==> config.mk <==
export PLATFORM = sky130hd
export DESIGN_NAME = i2c_target_flat
export DESIGN_NICKNAME = d
export VERILOG_FILES = /design/src/rtl/i2c_target_if.sv /design/src/rtl/i2c_target.sv /design/src/flat_wrapper.sv
export SDC_FILE = /design/constraint.sdc
export NUM_CORES = 1
export LEC_CHECK = 0
export ABC_CLOCK_PERIOD_IN_PS = 2500
export CORE_UTILIZATION = 33
export CTS_CLUSTER_DIAMETER = 150
export DETAILED_ROUTE_END_ITERATION = 10
export HOLD_SLACK_MARGIN = 0.05
export PLACE_DENSITY = 0.56
export RECOVER_POWER = 25
export SYNTH_ARGS = -nofsm -noshare
export SYNTH_HDL_FRONTEND = slang
export SYNTH_SLANG_ARGS = --single-unit
==> constraint.sdc <==
create_clock -name clk -period 2.5 [get_ports clk]
set_clock_uncertainty 0.05 [all_clocks]
set_input_delay 0.625 -clock clk [delete_from_list [all_inputs] [get_ports clk]]
set_output_delay 0.625 -clock clk [all_outputs]
set_load 0.02 [all_outputs]
==> src/rtl/i2c_target_if.sv <==
// rtl/i2c_target_if.sv - bus pins and register port of the I2C target
interface i2c_target_if;
    logic       scl_in;
    logic       sda_in;
    logic       sda_oe;
    logic [7:0] reg_addr;
    logic [7:0] reg_wdata;
    logic       reg_we;
    logic [7:0] reg_rdata;
    logic       busy;

    modport slave (
        input  scl_in, sda_in, reg_rdata,
        output sda_oe, reg_addr, reg_wdata, reg_we, busy
    );

    modport master (
        output scl_in, sda_in, reg_rdata,
        input  sda_oe, reg_addr, reg_wdata, reg_we, busy
    );
endinterface

==> src/rtl/i2c_target.sv <==
// rtl/i2c_target.sv - I2C target with 8-bit register pointer and register-port write/read
module i2c_target #(
    parameter logic [6:0] TARGET_ADDR = 7'h50
) (
    input  logic         clk,
    input  logic         rst,
    i2c_target_if.slave  bus_io
);

    typedef enum logic [3:0] {
        S_IDLE, S_ADDR, S_ADDR_ACK, S_PTR, S_PTR_ACK,
        S_WDATA, S_WDATA_ACK, S_RDATA, S_RACK, S_WAIT_STOP
    } state_e;

    state_e     state_q, state_d;
    logic       scl_meta_q, scl_sync_q, scl_hist_q;
    logic       sda_meta_q, sda_sync_q, sda_hist_q;
    logic [3:0] bit_cnt_q, bit_cnt_d;
    logic [7:0] shift_q, shift_d;
    logic [7:0] tx_q, tx_d;
    logic [7:0] ptr_q, ptr_d;
    logic [7:0] wdata_q, wdata_d;
    logic       we_q, we_d;
    logic       sda_oe_q, sda_oe_d;
    logic       busy_q, busy_d;
    logic       rw_q, rw_d;
    logic       ack_drv_q, ack_drv_d;
    logic       reload_q, reload_d;

    logic       scl_rise, scl_fall, scl_high, start_det, stop_det;
    logic       last_bit, addr_match;
    logic [7:0] byte_in;

    // Synchronizers idle high so reset release never looks like a bus edge.
    always_ff @(posedge clk or posedge rst) begin
        if (rst) begin
            scl_meta_q <= 1'b1;
            scl_sync_q <= 1'b1;
            scl_hist_q <= 1'b1;
            sda_meta_q <= 1'b1;
            sda_sync_q <= 1'b1;
            sda_hist_q <= 1'b1;
        end else begin
            scl_meta_q <= bus_io.scl_in;
            scl_sync_q <= scl_meta_q;
            scl_hist_q <= scl_sync_q;
            sda_meta_q <= bus_io.sda_in;
            sda_sync_q <= sda_meta_q;
            sda_hist_q <= sda_sync_q;
        end
    end

    assign scl_rise  = scl_sync_q & ~scl_hist_q;
    assign scl_fall  = ~scl_sync_q & scl_hist_q;
    assign scl_high  = scl_sync_q & scl_hist_q;
    assign start_det = scl_high & sda_hist_q & ~sda_sync_q;
    assign stop_det  = scl_high & ~sda_hist_q & sda_sync_q;

    assign byte_in    = {shift_q[6:0], sda_sync_q};
    assign last_bit   = scl_rise && (bit_cnt_q == 4'd7);
    // General call and the 10-bit address prefix never match.
    assign addr_match = (byte_in[7:1] == TARGET_ADDR) && (byte_in[7:1] != 7'h00)
                        && (byte_in[7:3] != 5'b11110);

    always_ff @(posedge clk or posedge rst) begin
        if (rst) begin
            state_q <= S_IDLE;
        end else begin
            state_q <= state_d;
        end
    end

    always_comb begin
        state_d = state_q;
        if (stop_det) begin
            state_d = S_IDLE;
        end else if (start_det) begin
            state_d = S_ADDR;
        end else begin
            case (state_q)
                S_ADDR:      if (last_bit) state_d = addr_match ? S_ADDR_ACK : S_WAIT_STOP;
                S_ADDR_ACK:  if (scl_fall && ack_drv_q) state_d = rw_q ? S_RDATA : S_PTR;
                S_PTR:       if (last_bit) state_d = S_PTR_ACK;
                S_PTR_ACK:   if (scl_fall && ack_drv_q) state_d = S_WDATA;
                S_WDATA:     if (last_bit) state_d = S_WDATA_ACK;
                S_WDATA_ACK: if (scl_fall && ack_drv_q) state_d = S_WDATA;
                S_RDATA:     if (scl_fall && (bit_cnt_q == 4'd8)) state_d = S_RACK;
                S_RACK:      if (scl_rise) state_d = sda_sync_q ? S_WAIT_STOP : S_RDATA;
                default:     state_d = state_q;
            endcase
        end
    end

    always_comb begin
        bit_cnt_d = bit_cnt_q;
        shift_d   = shift_q;
        tx_d      = tx_q;
        ptr_d     = ptr_q + {7'd0, we_q};
        wdata_d   = wdata_q;
        we_d      = 1'b0;
        sda_oe_d  = sda_oe_q;
        busy_d    = busy_q;
        rw_d      = rw_q;
        ack_drv_d = ack_drv_q;
        reload_d  = 1'b0;
        // One cycle after a read ACK the pointer has moved; capture the next byte.
        if (reload_q) begin
            tx_d = bus_io.reg_rdata;
        end
        if (stop_det) begin
            sda_oe_d = 1'b0;
            busy_d   = 1'b0;
        end else if (start_det) begin
            sda_oe_d  = 1'b0;
            bit_cnt_d = 4'd0;
        end else begin
            case (state_q)
                S_ADDR, S_PTR, S_WDATA: begin
                    if (scl_rise) begin
                        shift_d   = byte_in;
                        bit_cnt_d = bit_cnt_q + 4'd1;
                    end
                    if (last_bit) begin
                        ack_drv_d = 1'b0;
                        if (state_q == S_ADDR) begin
                            busy_d = addr_match;
                            rw_d   = sda_sync_q;
                        end else if (state_q == S_PTR) begin
                            ptr_d = byte_in;
                        end else begin
                            we_d    = 1'b1;
                            wdata_d = byte_in;
                        end
                    end
                end
                S_ADDR_ACK, S_PTR_ACK, S_WDATA_ACK: begin
                    if (scl_fall && !ack_drv_q) begin
                        sda_oe_d  = 1'b1;
                        ack_drv_d = 1'b1;
                    end else if (scl_fall) begin
                        bit_cnt_d = 4'd0;
                        sda_oe_d  = 1'b0;
                        if (state_q == S_ADDR_ACK && rw_q) begin
                            tx_d      = {bus_io.reg_rdata[6:0], 1'b1};
                            sda_oe_d  = ~bus_io.reg_rdata[7];
                            bit_cnt_d = 4'd1;
                        end
                    end
                end
                S_RDATA: begin
                    if (scl_fall && (bit_cnt_q == 4'd8)) begin
                        sda_oe_d = 1'b0;
                    end else if (scl_fall) begin
                        sda_oe_d  = ~tx_q[7];
                        tx_d      = {tx_q[6:0], 1'b1};
                        bit_cnt_d = bit_cnt_q + 4'd1;
                    end
                end
                S_RACK: begin
                    if (scl_rise && !sda_sync_q) begin
                        ptr_d     = ptr_q + 8'd1;
                        reload_d  = 1'b1;
                        bit_cnt_d = 4'd0;
                    end else if (scl_rise) begin
                        busy_d = 1'b0;
                    end
                end
                default: begin
                    sda_oe_d = 1'b0;
                end
            endcase
        end
    end

    always_ff @(posedge clk or posedge rst) begin
        if (rst) begin
            bit_cnt_q <= 4'd0;
            shift_q   <= 8'h00;
            tx_q      <= 8'hFF;
            ptr_q     <= 8'h00;
            wdata_q   <= 8'h00;
            we_q      <= 1'b0;
            sda_oe_q  <= 1'b0;
            busy_q    <= 1'b0;
            rw_q      <= 1'b0;
            ack_drv_q <= 1'b0;
            reload_q  <= 1'b0;
        end else begin
            bit_cnt_q <= bit_cnt_d;
            shift_q   <= shift_d;
            tx_q      <= tx_d;
            ptr_q     <= ptr_d;
            wdata_q   <= wdata_d;
            we_q      <= we_d;
            sda_oe_q  <= sda_oe_d;
            busy_q    <= busy_d;
            rw_q      <= rw_d;
            ack_drv_q <= ack_drv_d;
            reload_q  <= reload_d;
        end
    end

    assign bus_io.sda_oe    = sda_oe_q;
    assign bus_io.reg_addr  = ptr_q;
    assign bus_io.reg_wdata = wdata_q;
    assign bus_io.reg_we    = we_q;
    assign bus_io.busy      = busy_q;

endmodule

==> src/flat_wrapper.sv <==
// flat-port wrapper written by rule: the top's interface ports become plain ports
module i2c_target_flat 
#(
    parameter logic [6:0] TARGET_ADDR = 7'h50
)
  (clk, rst, bus_io_scl_in, bus_io_sda_in, bus_io_reg_rdata, bus_io_sda_oe, bus_io_reg_addr, bus_io_reg_wdata, bus_io_reg_we, bus_io_busy);
  i2c_target_if bus_io_i ();
  input  logic clk;
  input  logic rst;
  input wire logic [$bits(bus_io_i.scl_in)-1:0] bus_io_scl_in;
  input wire logic [$bits(bus_io_i.sda_in)-1:0] bus_io_sda_in;
  input wire logic [$bits(bus_io_i.reg_rdata)-1:0] bus_io_reg_rdata;
  output wire logic [$bits(bus_io_i.sda_oe)-1:0] bus_io_sda_oe;
  output wire logic [$bits(bus_io_i.reg_addr)-1:0] bus_io_reg_addr;
  output wire logic [$bits(bus_io_i.reg_wdata)-1:0] bus_io_reg_wdata;
  output wire logic [$bits(bus_io_i.reg_we)-1:0] bus_io_reg_we;
  output wire logic [$bits(bus_io_i.busy)-1:0] bus_io_busy;
  assign bus_io_i.scl_in = bus_io_scl_in;
  assign bus_io_i.sda_in = bus_io_sda_in;
  assign bus_io_i.reg_rdata = bus_io_reg_rdata;
  assign bus_io_sda_oe = bus_io_i.sda_oe;
  assign bus_io_reg_addr = bus_io_i.reg_addr;
  assign bus_io_reg_wdata = bus_io_i.reg_wdata;
  assign bus_io_reg_we = bus_io_i.reg_we;
  assign bus_io_busy = bus_io_i.busy;
  i2c_target #(.TARGET_ADDR(TARGET_ADDR)) u_core (.clk(clk), .rst(rst), .bus_io(bus_io_i));
endmodule
==> reports/metrics.yaml <==
final_layout:
  area_delta_synth_final_pct: 18.69
  drive_gt1_frac: 0.1810
  fin_area_um2: 3576
  antennaDiodeCount: 0
  nNetsFinal: 353
  regArea_um2: 1294
  multi_input_area_um2: 1580
  nFillCells: 884
  final_core_util: 0.4081
grt:
  grt_pass1_wl_mm: 12.51
  grt_pass1_vias: 2469
  grt.overflow.total: 0
  antenna_found_initial: 0
  grt_max_degree: 23
  globalRouteTotalUtil: 0.1604
critical_path:
  cp-end-kind: "flip-flop"
  crit_fanout: 11
  critPathKind: "reg -> reg"
  arrival_ps: 2370
  cp_data_required_time_ps: 2650
  start_kind: "flip-flop"
drt:
  drt_iter0_markers: 204
  route.detailed.drc: 0
  routedWlPerCell_um: 16.36
  dr.pass1.iters: 4
  ant_nets: 0
  routed_wl_mm: 7.278
  routed_via_density: 5.526
  vias: 2459
timing:
  hold_viol: 0
  final-setup-viol-count: 0
  rsz0062_at_grt: "false"
  tightest_slew_ps: 798.0
  fmax_mhz: 449.2
  final.period_utilization: 0.8905
  setup_ws_ps: 273.8
  slew_headroom: 0.4674
  drv_slew: 0
  tns_ps: 0
  min_period_ps: 2226
place:
  io_buffers: 30
  placed_cell_area_um2: 3491
  post-place-ws_ps: 294.0
  gp_congestion: 0.8433
  dp_hpwl_mm: 5.422
clock_tree:
  hold_buffers: 0
  clockRootBuffer: "clkbuf_8"
  clk_latency_ps: 310
  clock_sinks: 51
  cts-resized-gates: 0
  cts_made_buffers: 5
  cts_tree: "yes"
  cts_setup_buffers: 0
  cts_buffer_depth: 2
  h-tree-depth: 2
  path_clk_slew_ps: 90
floorplanning:
  dieArea_um2: 9516
  rows: 34
  die_h_um: 97.55
  ios: 31
  coreArea_um2: 8763
  dieWidth_um: 97.55
  start_util: 0.3438
yosys:
  ys_ff_latch: 51
  synth_flop_cell: "dfrtp_1"
  ys_types: 61
  synth_nets: 318
  synth-edff-count: 0
  syn_inst: 301
  syn_area_um2: 3013
  yosys_warnings: 0
  synthArstFlopShare: 1.000
  yosysSeqAreaShare: 0.4294
  syn_area_per_cell_um2: 10.01
hold_path:
  hold_path.class: "reg -> reg"
power:
  pwr_density_cell_nw_per_um2: 912.3
  ir_worst_vdd_v: 0.0003365
  total_power_mw: 3.262
  p_leak_nw: 1.446
run_status:
  outcome: "complete, no violations"
run:
  maxCapViolations: 0
-- synthesized netlist by cell type, drive strengths merged (4+ instances only) --
cell type / number / area share
o21ai: 20 / 0.033
nor2: 15 / 0.020
buf: 11 / 0.022
nand2: 18 / 0.022
a22oi: 14 / 0.035
nand3b: 4 / 0.010
xor2: 7 / 0.020
ha: 5 / 0.021
inv: 11 / 0.014
mux2i: 11 / 0.037
clkbuf: 8 / 0.010
dfrtp: 37 / 0.31
mux2: 14 / 0.052
nor2b: 7 / 0.015
nand3: 13 / 0.022
a211oi: 6 / 0.015
nor3: 4 / 0.0066
dfstp: 14 / 0.12
a21oi: 18 / 0.030
xnor2: 6 / 0.017
-- final timing paths --
check / from / end / slack [ps] / depth (start not counted)
max in group asynchronous: rst / u_core.bus_io.busy / 380 / 3
setup reg to reg: u_core.scl_hist_q / u_core.bit_cnt_q[2] / 270 / 5
hold reg to reg: u_core.sda_meta_q / u_core.sda_sync_q / 310 / 0
min in group asynchronous: rst / u_core.bus_io.reg_wdata[7] / 840 / 2
hold / removal: u_core.sda_meta_q / u_core.sda_sync_q / 310 / 0
setup / recovery: u_core.scl_hist_q / u_core.bit_cnt_q[2] / 270 / 5
-- where the power goes --
part / internal (mW) / switching [mW] / leakage, nW / total (mW)
clock network: 0.201 / 0.294 / 0.0408 / 0.495
logic: 0.630 / 0.790 / 0.766 / 1.42
registers: 1.08 / 0.263 / 0.639 / 1.35
total: 1.92 / 1.35 / 1.45 / 3.26
-- critical path, cell delays in order (launching register included) --
cell	delay (ps)
dfstp_2	620
or2b_1	350
o311ai_1	330
o211ai_1	210
o21a_1	190
a221o_1	350
-- flip-flops by register name, summed over array words and instances, names as in the netlist, 4 cells and up --
name                     count
u_core.bit_cnt_q             4
u_core.state_q               4
u_core.bus_io.reg_wdata      8
u_core.shift_q               7
u_core.tx_q                  8
u_core.bus_io.reg_addr       8
-- area by class of cell --
| type | instances | area share |
|---|---|---|
| clock buffer | 5 | 0.01924 |
| clock inverter | 3 | 0.006648 |
| inverter | 11 | 0.01155 |
| multi-input combinational | 220 | 0.4419 |
| sequential | 51 | 0.3618 |
| tap | 108 | 0.03779 |
| timing repair buffer | 47 | 0.1211 |
-- kinds of logic (layout without fill, tap and decap cells) --
group | after synthesis | count (layout) | synth area share
flops | 51 | 51 | 0.4294
compound gates | 89 | 89 | 0.2118
mux | 25 | 25 | 0.08887
xor+xnor | 13 | 13 | 0.03779
fa+ha+maj | 5 | 5 | 0.02076
simple gates | 88 | 88 | 0.1653
buf+inv | 30 | 66 | 0.04610
-- stage by stage --
step,cells,hold WS [ps]
floorplan,301,295.2
global placement,437,297.2
detailed placement,437,297.9
CTS,445,312.1
global route,445,313.4
finish,445,310.6
-- routing by layer --
metal | GRT usage | vias up | share of wire
li1 | - | 1182 | -
met1 | 0.2161 | 1198 | 0.47
met2 | 0.2604 | 64 | 0.47
met3 | 0.02734 | 15 | 0.035
met4 | 0.05430 | 0 | 0.023
met5 | 0 | - | 0
-- placed cells by master, fill, tap and decap left out, types with 3 or more instances in the layout --
cell,count
mux2_2,14
a22oi_1,14
clkbuf_8,5
inv_1,11
clkdlybuf4s50_1,27
xor2_1,7
a211oi_1,6
nor2b_1,7
o22ai_1,3
dfrtp_1,37
nor3_1,4
a21oi_1,18
dlygate4sd3_1,3
nand3_1,13
ha_1,5
xnor2_1,6
o31ai_1,3
mux2i_1,11
nand2_1,18
o21ai_0,20
nand4_1,3
buf_4,16
dfstp_2,13
nand3b_1,4
nor2_1,14
a221o_1,3
(Power assumes the default switching activity.)
==> patch 1, RTL diff (same flow settings) <==
Re-encode `state_e` (10 states) as one-hot, 10 bits wide.
--- a/src/rtl/i2c_target.sv
+++ b/src/rtl/i2c_target.sv
@@ -8,7 +8,7 @@
 );
 
-    typedef enum logic [3:0] {
-        S_IDLE, S_ADDR, S_ADDR_ACK, S_PTR, S_PTR_ACK,
-        S_WDATA, S_WDATA_ACK, S_RDATA, S_RACK, S_WAIT_STOP
+    typedef enum logic [9:0] {
+        S_IDLE = 10'b0000000001, S_ADDR = 10'b0000000010, S_ADDR_ACK = 10'b0000000100, S_PTR = 10'b0000001000, S_PTR_ACK = 10'b0000010000,
+        S_WDATA = 10'b0000100000, S_WDATA_ACK = 10'b0001000000, S_RDATA = 10'b0010000000, S_RACK = 10'b0100000000, S_WAIT_STOP = 10'b1000000000
     } state_e;
 
Behaviour: no difference found for any inputs over 10 cycles, from zero or initial values and one cycle with rst high; not proved beyond that.
==> patch 1 against the original RTL <==
  * Design area grew 14%
  * Setup slack worse by 0.14 ns
  * Area after synthesis increased by 11%
  * Sequential cell count is 6 higher
  * Power decreased by 9.8%
  * Routed wire length rose by 15%
  * Maximum frequency down 5.9%
  * Critical path type unchanged
==> patch 1: results (changes against the original RTL) <==
[critical_path]
regToRegStartpoint = u_core.state_q[6]
cp_top_family = simple AND/OR/NAND/NOR gates
critPathArrivalTime_ns = 2.54  ; +0.17 ns
cp-start-kind = flop
worst-path-max-fanout = 8  ; -3
cp_slowest_stage_delay_ns = 0.48  ; -0.14 ns
critPathSlowestCell = dfrtp_2

[routing]
vias = 2750  ; +12%
drt_iter0_drc = 149  ; -27%
post_drt_wl_per_cell_um = 16.0  ; -2.4%
drt_pass1_iterations = 5  ; +1

[synthesis]
ys_dominant_reg_cell = dfrtp_1
synth_cell_types = 56  ; -8.2%
synthTopCellsByCount = nand2_1 (45), dfrtp_1 (42), nor2_1 (23), o21ai_0 (19)
seq_area_frac_synth = 0.433  ; +0.00334
synthArstFlopShare = 1.00  ; unchanged
ys_warn_count = 0  ; unchanged
syn_nets = 360  ; +13%
synth.area.top_cells = dfrtp_1 (31%), dfstp_2 (12%), mux2_2 (5.1%)

[placement]
gp_congestion = 0.869  ; +3.0%
io_buffers = 30  ; unchanged
place_ws_ns = 0.0815  ; -0.213 ns
dp_hpwl_um = 6040  ; +11%

[grt]
grtUsageTotal = 0.174  ; +0.0132
grt_pass1_wl_um = 13900  ; +11%
grt_pass1_vias = 2747  ; +11%
antenna_found_initial = 0  ; unchanged
grt_max_degree = 43  ; +87%

[pwr]
peakVddDrop_mv = 0.303  ; -9.9%
p_leak_nw = 1.74  ; +20%

[sta]
worstMarginPinSlew_ns = 0.632  ; -0.166 ns

[clock_tree]
insertion_delay_ns = 0.34  ; +0.03 ns
clk_pin_slew_ns = 0.07  ; -0.02 ns
cts_buffer_depth = 2  ; unchanged
cts-root-buf = clkbuf_8
htreeDepth = 3  ; +1
cts_buffers = 9  ; +4

[final_layout]
regMostFlops = u_core.state_q
largest_register_ffs = 10
fillCellCount = 986  ; +12%
diodes = 0  ; unchanged
final_nets = 405  ; +15%
layout-drive-gt1-share = 0.206  ; +0.0251

[status]
status = finished, final reports clean

[min_path]
min-delay-start = u_core.scl_meta_q
hold_path.class = flop to flop

-- patch 1: final timing paths --
path	depth (start not counted)	to	slack [ns]
max reg2reg	7	u_core.state_q[3]	0.13
min in group asynchronous	2	u_core.bit_cnt_q[0]	0.76
min reg2reg	0	u_core.scl_sync_q	0.31
min	0	u_core.scl_sync_q	0.31
max in group asynchronous	3	u_core.state_q[6]	0.53
max	7	u_core.state_q[3]	0.13
-- patch 1: logic make-up (layout without fill, tap and decap cells) --
group	count (synthesis)	after routing	share of synthesized area
mux	29	29	0.0925
buf+inv	28	78	0.0423
xor+xnor	14	14	0.0367
simple gates	146	146	0.238
compound gates	64	64	0.139
flops	57	57	0.433
fa+ha+maj	5	5	0.0187
-- patch 1: repair_timing --
item	4_1_cts	5_1_grt
setup endpoints to repair	0	16
gates resized for setup	0	3
buffers inserted	0	1
-- patch 1: through the flow --
step / std cells / hold slack, ns / area, um^2
3_3_place_gp: 509 / 0.296 / 3890
5_1_grt: 526 / 0.321 / 4080
3_5_place_dp: 509 / 0.298 / 3890
2_1_floorplan: 343 / 0.295 / 3340
4_1_cts: 525 / 0.308 / 4070
6_report: 526 / 0.312 / 4080
-- patch 1: power by group --
part / internal [mW] / leakage, nW / switching (mW)
clock: 0.364 / 0.0816 / 0.409
combinational: 0.426 / 0.924 / 0.474
sequential: 1.11 / 0.731 / 0.164
total: 1.90 / 1.74 / 1.05
-- patch 1: per-layer routing --
metal,vias up,part of all wire,global-route usage
li1,1345,-,-
met1,1340,0.49,0.239
met2,59,0.46,0.267
met3,6,0.042,0.0353
met4,0,0.0068,0.0703
met5,-,0,0
-- patch 1: cell type report --
type / instances / area share
clock buffer: 9 / 0.0303
clock inverter: 7 / 0.0141
inverter: 8 / 0.00736
multi-input combinational: 258 / 0.432
sequential: 57 / 0.354
tap: 133 / 0.0408
timing repair buffer: 54 / 0.121
==> patch 2, RTL diff (same settings) <==
Made on the original files. Make the reset (`rst`) synchronous in 3 clocked blocks.
--- a/src/rtl/i2c_target.sv
+++ b/src/rtl/i2c_target.sv
@@ -33,5 +33,5 @@
 
     // Synchronizers idle high so reset release never looks like a bus edge.
-    always_ff @(posedge clk or posedge rst) begin
+    always_ff @(posedge clk) begin
         if (rst) begin
             scl_meta_q <= 1'b1;
@@ -63,5 +63,5 @@
                         && (byte_in[7:3] != 5'b11110);
 
-    always_ff @(posedge clk or posedge rst) begin
+    always_ff @(posedge clk) begin
         if (rst) begin
             state_q <= S_IDLE;
@@ -173,5 +173,5 @@
     end
 
-    always_ff @(posedge clk or posedge rst) begin
+    always_ff @(posedge clk) begin
         if (rst) begin
             bit_cnt_q <= 4'd0;
Behaviour: same outputs for any inputs over 10 cycles, from zero or initial values and one cycle with rst high; that may be too few to reach the edited logic, so the function may still have changed.
==> patch 2 against the original RTL <==
  * Non-clock buffer count shrank 2
  * Die area shrank 10%
  * Design area shrank 9.0%
  * Area after synthesis shrank 10%
  * Sequential cell count is the same
  * Routed wire length shrank 4.1%
  * Setup slack gained 0.027 ns
  * Critical path type unchanged
Power is not compared: it rests on default switching activity, and its combinational part moved more than twofold at a synthesized area within 25%.
==> patch 2: results (changes against the original RTL) <==
[synthesis]
synth.area.top_cells = dfxtp_1 (38%), mux2i_1 (8.5%), nor2_1 (6.5%)
syn_nets = 330  ; +3.8%
synthArstFlopShare = 0  ; -1.00
synthAdderAreaFrac = 0.0231  ; +0.00238
ys_dominant_reg_cell = dfxtp_1
synthTopCellsByCount = dfxtp_1 (51), nor2_1 (47), mux2i_1 (23), nand2_1 (19), o21ai_0 (19)
yosys.area_share.xor_xnor = 0.0259  ; -0.0119
seq_area_frac_synth = 0.378  ; -0.0516
synth_compound_area_frac = 0.199  ; -0.0127
synthMuxAreaShare = 0.0894  ; +0.000481

[grt]
grt_pass1_vias = 2277  ; -7.8%
grt_max_degree = 27  ; +17%

[clock_tree]
htreeDepth = 2  ; unchanged

[min_path]
hold_path_depth = 1  ; +1
min_to = u_core.sda_sync_q
min-delay-start = u_core.sda_meta_q

[sta]
worst_slack_ns = 0.300  ; +0.0266 ns

[critical_path]
cp_slowest_stage_delay_ns = 0.71  ; +0.09 ns
critPathArrivalTime_ns = 2.35  ; -0.02 ns
startpoint = u_core.state_q[1]
critPathSlowestCell = or4b_1
cp-endpoint = u_core.bus_io.reg_addr[6]
regToRegSetupSlack_ns = 0.30  ; +0.03 ns

[status]
status = finished, final reports clean

[routing]
viasPerCell = 5.44  ; -1.6%
drt_pass1_iterations = 4  ; unchanged
wl_um = 6980  ; -4.1%
drt_iter0_drc = 238  ; +17%

[placement]
place_area_um2 = 3180  ; -9.0%
gp_congestion = 0.872  ; +3.4%

[final_layout]
layout-drive-gt1-share = 0.108  ; -0.0727
final_nets = 367  ; +4.0%
fillCellCount = 819  ; -7.4%

[pwr]
p_sw_frac = 0.342

[patch 2: kinds of logic after synthesis]
logic type,Yosys count
AND/OR/NAND/NOR,130
AO/OA/AOI/OAI,75
buffers and inverters,20
multiplexers,24
flip-flops,51
adder cells (fa/ha/maj),5
XOR/XNOR,8
[patch 2: layer usage]
layer / share of wire / up-vias / global-route usage
met4: 0.0044 / 0 / 0.0391
met3: 0.059 / 2 / 0.0328
met1: 0.48 / 1184 / 0.237
met2: 0.45 / 58 / 0.262
li1: - / 1220 / -
met5: 0 / - / 0
[patch 2: metrics by stage]
stage	cells	utilization	total power, mW	hold slack [ns]
6_report	453	0.417	1.99	0.368
5_1_grt	453	0.417	2.10	0.394
4_1_cts	453	0.420	2.00	0.371
3_5_place_dp	445	0.407	1.48	0.348
3_3_place_gp	445	0.407	1.49	0.343
2_1_floorplan	313	-	1.30	0.339
[patch 2: final cells by class]
type / instances / area [um^2] / area share
tap: 102 / 128 / 0.0392
clock buffer: 6 / 82.6 / 0.0254
multi-input combinational: 242 / 1580 / 0.486
timing repair buffer: 45 / 405 / 0.125
clock inverter: 2 / 16.3 / 0.00500
sequential: 51 / 1020 / 0.314
inverter: 5 / 18.8 / 0.00577
[patch 2: power groups by stage]
| stage | clock network (mW) | logic, mW | registers, mW |
|---|---|---|---|
| finish | 0.517 | 0.595 | 0.873 |
| global route | 0.567 | 0.653 | 0.878 |
| detailed placement | 0 | 0.591 | 0.892 |
| floorplan | 0 | 0.410 | 0.892 |
| global placement | 0 | 0.595 | 0.891 |
| CTS | 0.533 | 0.595 | 0.873 |
[patch 2: critical path, delay by kind of cell (launching register included)]
kind            cells  cell delay [ns]
compound gates      2             0.35
simple gates        3             1.38
flops               1             0.32
